<file path="src/rtl/ram_arbiter.sv">
// Two-port req/ack arbiter in front of a single-port RAM. One access per grant,
// all RAM controls registered, read data returned with a one-cycle ack pulse.
module ram_arbiter #(
  parameter int ADDR_W = 16,
  parameter int DATA_W = 16,
  parameter int RR     = 1
) (
  input  logic              clk,
  input  logic              rst,
  input  logic              p0_req,
  input  logic              p0_we,
  input  logic [ADDR_W-1:0] p0_addr,
  input  logic [DATA_W-1:0] p0_wdata,
  output logic              p0_ack,
  output logic [DATA_W-1:0] p0_rdata,
  input  logic              p1_req,
  input  logic              p1_we,
  input  logic [ADDR_W-1:0] p1_addr,
  input  logic [DATA_W-1:0] p1_wdata,
  output logic              p1_ack,
  output logic [DATA_W-1:0] p1_rdata,
  output logic              ram_wen,
  output logic              ram_ren,
  output logic [ADDR_W-1:0] ram_addr,
  output logic [DATA_W-1:0] ram_din,
  input  logic [DATA_W-1:0] ram_dout,
  output logic              busy
);

  typedef enum logic [1:0] {IDLE = 2'd0, ACCESS = 2'd1, DONE = 2'd2} state_t;

  state_t state_reg, state_next;
  logic   gnt_reg;
  logic   last_reg;
  logic   any_req;
  logic   win;
  logic   win_we;
  logic [ADDR_W-1:0] win_addr;
  logic [DATA_W-1:0] win_wdata;

  // Winner is only meaningful in IDLE with at least one request pending.
  always_comb begin
    any_req = p0_req | p1_req;
    win     = p1_req;
    if (p0_req && p1_req)
      win = (RR != 0) ? ~last_reg : 1'b1;
    win_we    = win ? p1_we    : p0_we;
    win_addr  = win ? p1_addr  : p0_addr;
    win_wdata = win ? p1_wdata : p0_wdata;

    state_next = state_reg;
    case (state_reg)
      IDLE:    if (any_req) state_next = ACCESS;
      ACCESS:  state_next = DONE;
      DONE:    state_next = IDLE;
      default: state_next = IDLE;
    endcase
  end

  always_ff @(posedge clk or posedge rst) begin
    if (rst) begin
      state_reg <= IDLE;
      gnt_reg   <= 1'b0;
      last_reg  <= 1'b1;
      ram_wen   <= 1'b0;
      ram_ren   <= 1'b0;
      ram_addr  <= '0;
      ram_din   <= '0;
      p0_ack    <= 1'b0;
      p1_ack    <= 1'b0;
      p0_rdata  <= '0;
      p1_rdata  <= '0;
    end else begin
      state_reg <= state_next;
      case (state_reg)
        IDLE: begin
          if (any_req) begin
            gnt_reg  <= win;
            last_reg <= win;
            ram_wen  <= win_we;
            ram_ren  <= ~win_we;
            ram_addr <= win_addr;
            ram_din  <= win_wdata;
          end
        end
        ACCESS: begin
          // The RAM read data is valid now because the controls were registered.
          if (ram_ren) begin
            if (gnt_reg) p1_rdata <= ram_dout;
            else         p0_rdata <= ram_dout;
          end
          ram_wen <= 1'b0;
          ram_ren <= 1'b0;
          if (gnt_reg) p1_ack <= 1'b1;
          else         p0_ack <= 1'b1;
        end
        DONE: begin
          p0_ack <= 1'b0;
          p1_ack <= 1'b0;
        end
        default: ;
      endcase
    end
  end

  assign busy = (state_reg != IDLE);

endmodule

</file>
<file path="config.mk">
export PLATFORM = sky130hd
export DESIGN_NAME = ram_arbiter
export DESIGN_NICKNAME = d
export VERILOG_FILES = /design/src/rtl/ram_arbiter.sv
export SDC_FILE = /design/constraint.sdc
export NUM_CORES = 1
export LEC_CHECK = 0
export BUFFER_PORTS_ARGS = -buffer_cell sky130_fd_sc_hd__buf_2
export CAP_MARGIN = 10
export CORE_UTILIZATION = 35
export CTS_CLUSTER_SIZE = 24
export DETAILED_ROUTE_END_ITERATION = 6
export PLACE_DENSITY_LB_ADDON = 0.15
export SYNTH_ARGS = -nofsm -noshare
export SYNTH_HDL_FRONTEND = slang
export SYNTH_SLANG_ARGS = --single-unit
</file>
<file path="constraint.sdc">
create_clock -name clk -period 2.45 [get_ports clk]
set_input_delay 0.245 -clock clk [delete_from_list [all_inputs] [get_ports clk]]
set_output_delay 0.245 -clock clk [all_outputs]
set_load 0.05 [all_outputs]
</file>
==> flow_summary_export.csv <==
group,metric,value,unit
logic_synthesis,async_flop_share,1.00,
drt,routed_wl,6500,um
worst_setup_path,critPathKind,"reg -> reg",
logic_synthesis,seq_area_frac_synth,0.531,
placed_design,numPortBuffers,154,
layout,finalNetCount,450,
worst_setup_path,end_kind,"register",
global_route,grt_pass1_wl,10500,um
cts,insertion_delay,0.33,ns
cts,cts_root_buffer,"clkbuf_8",
global_route,grt_usage,0.134,
cts,cts.clk_slew.worst_paths,0.07,ns
floorplan,rows,35,
global_route,grt_pass1_vias,2295,
cts,cts_made_buffers,9,
sta,worst_pin_slew,0.549,ns
layout,fin_cells,498,
placed_design,dp.cells,481,
drt,drt_iter0_drc,19,
worst_setup_path,cp.required,2.67,ns
floorplan,chipHeight,101,um
worst_setup_path,crit_path_top_delay_cell,"dfrtp_1",
sta,rsz0062_at_grt,"false",
floorplan,start_util,0.364,
sta,fmax,544,MHz
logic_synthesis,ys_types,23,
drt,wl_met3,475,um
drt,drcViolationCount,0,
drt,ant_nets,0,
floorplan,boundaryPins,155,
logic_synthesis,yosys.area.top_type,"dfrtp_1",
drt,post_drt_wl_per_cell,13.1,um
drt,vias,2176,
worst_setup_path,crit_chain,"or2_1 -> nor2_8 -> buf_4 -> mux2_2",
sta,finalHoldViolCount,0,
sta,tns,0,ns
sta,fin_skew,0.00850,ns
logic_synthesis,yosys-top-cells-count,"dfrtp_1 (71), mux2_4 (54), mux2_2 (38), buf_6 (6), mux2_1 (5)",
global_route,grt_overflow,0,
drt,routed.top_layer,"met4",
sta,setup_viol,0,
cts,cts_setup_buffers,0,
floorplan,dieWidth,101,um
logic_synthesis,syn_nets,287,
outcome,outcome,"finished, final reports clean",
sta,maxSlewHeadroom,0.632,
logic_synthesis,ys.warnings.count,0,
run,drv_cap,0,
logic_synthesis,synth-edff-count,0,
cts,htreeDepth,3,
global_route,antenna_found_initial,0,
logic_synthesis,yosysMostFrequentCell,"dfrtp_1",
worst_setup_path,arrival,2.06,ns
global_route,grt_start_max_net_pins,73,
logic_synthesis,synth_cells,201,
worst_setup_path,max_stage_delay,0.40,ns
floorplan,fp.coreArea,9330,um2
worst_setup_path,worst-path-max-fanout,15,
drt,viasPerCell,4.37,
worst_setup_path,cp-start-kind,"register",
layout,syn_to_final_growth,31.6,%
cts,cts.path.max_buffers,2,
worst_setup_path,path_buf_inv,1,
sta,fin_crit_sh,0.750,
cts,cts_tree,"yes",
placed_design,gp_congestion,0.640,
layout,finalCoreUtilization,0.479,
sta,fin_crit,1.84,ns
hold_path,holdCritPathClass,"in -> reg",
drt,wl_met2,2930,um
logic_synthesis,synth.cell_area,3400,um2
layout,n_antenna_cell,0,
floorplan,die_area,10100,um2
sta,slew_viol_final,0,
logic_synthesis,syn_area_per_cell,16.9,um2
sta,hold_slack,0.150,ns
logic_synthesis,ys_ff_latch,72,
drt,first_pass_iters,4,
worst_setup_path,crit_family,"simple AND/OR/NAND/NOR gates",
placed_design,hpwlAfterDp,4760,um
drt,drt-met1-wl,3000,um
logic_synthesis,synthFlopType,"dfrtp_1",
logic_synthesis,synthDominantCellAreaShare,0.523,
logic_synthesis,synthTopCellsByArea,"dfrtp_1 (52%), mux2_4 (24%), mux2_2 (13%)",
layout,layout-drive-gt1-share,0.740,
cts,clock-sinks,72,
-- repair_timing --
item / 4_1_cts / 5_1_grt
hold endpoints to repair: 19 / 0
setup endpoints to repair: 0 / 0
hold buffers: 1 / 0
resized for setup: 0 / 0
-- kinds of logic (layout without fill, tap and decap cells) --
logic type             Yosys count  in the layout  share of synthesized area
buffers and inverters           13            181                     0.0423
AND/OR/NAND/NOR                  8              8                     0.0221
AO/OA/AOI/OAI                    9              9                     0.0180
multiplexers                    99             99                      0.387
flip-flops                      72             72                      0.531
-- worst register-to-register path: stages (launching register included) --
cell and delay [ns]:
dfrtp_1 0.40, or2_1 0.35, nor2_8 0.28, buf_4 0.33, mux2_2 0.37
-- final timing paths --
kind,slack (ns),start,to,depth (start not counted)
setup / recovery,0.61,state_reg[0],ram_din[15],4
hold / removal,0.15,ram_dout[12],p0_rdata[12],2
setup reg to reg,0.61,state_reg[0],ram_din[15],4
hold reg to reg,0.49,p0_rdata[11],p0_rdata[11],1
max in group asynchronous,1.59,rst,last_reg,4
min in group asynchronous,0.53,rst,ram_addr[4],4
-- cell usage in the layout (no fill, tap or decap), drive strengths merged, types with 2 or more instances in the layout --
cell type	n
clkinv	2
o31ai	2
mux2	97
o21ai	4
mux2i	2
dfrtp	71
nor2	2
inv	3
clkbuf	13
buf	161
-- through the flow --
step | setup WS [ns] | area (um2)
after detailed placement | 0.593 | 4260
after global routing | 0.505 | 4470
after floorplan | 0.382 | 3400
after CTS | 0.587 | 4470
final | 0.612 | 4470
after global placement | 0.618 | 4260
-- final cells by class --
class | count | area (um2)
multi-input combinational | 116 | 1450
clock inverter | 3 | 40.0
inverter | 3 | 11.3
fill | 882 | 4860
sequential | 72 | 1800
clock buffer | 13 | 159
timing repair buffer | 162 | 846
tap | 129 | 161
-- layer usage --
| layer | vias up | GRT usage |
|---|---|---|
| met5 | - | 0 |
| met4 | 0 | 0.0535 |
| met3 | 11 | 0.0395 |
| met2 | 95 | 0.214 |
| met1 | 1030 | 0.172 |
| li1 | 1040 | - |
Power is left out: the tool's default activity adds up to more than one toggle a clock period on the data nets, which glitch-free logic cannot reach.
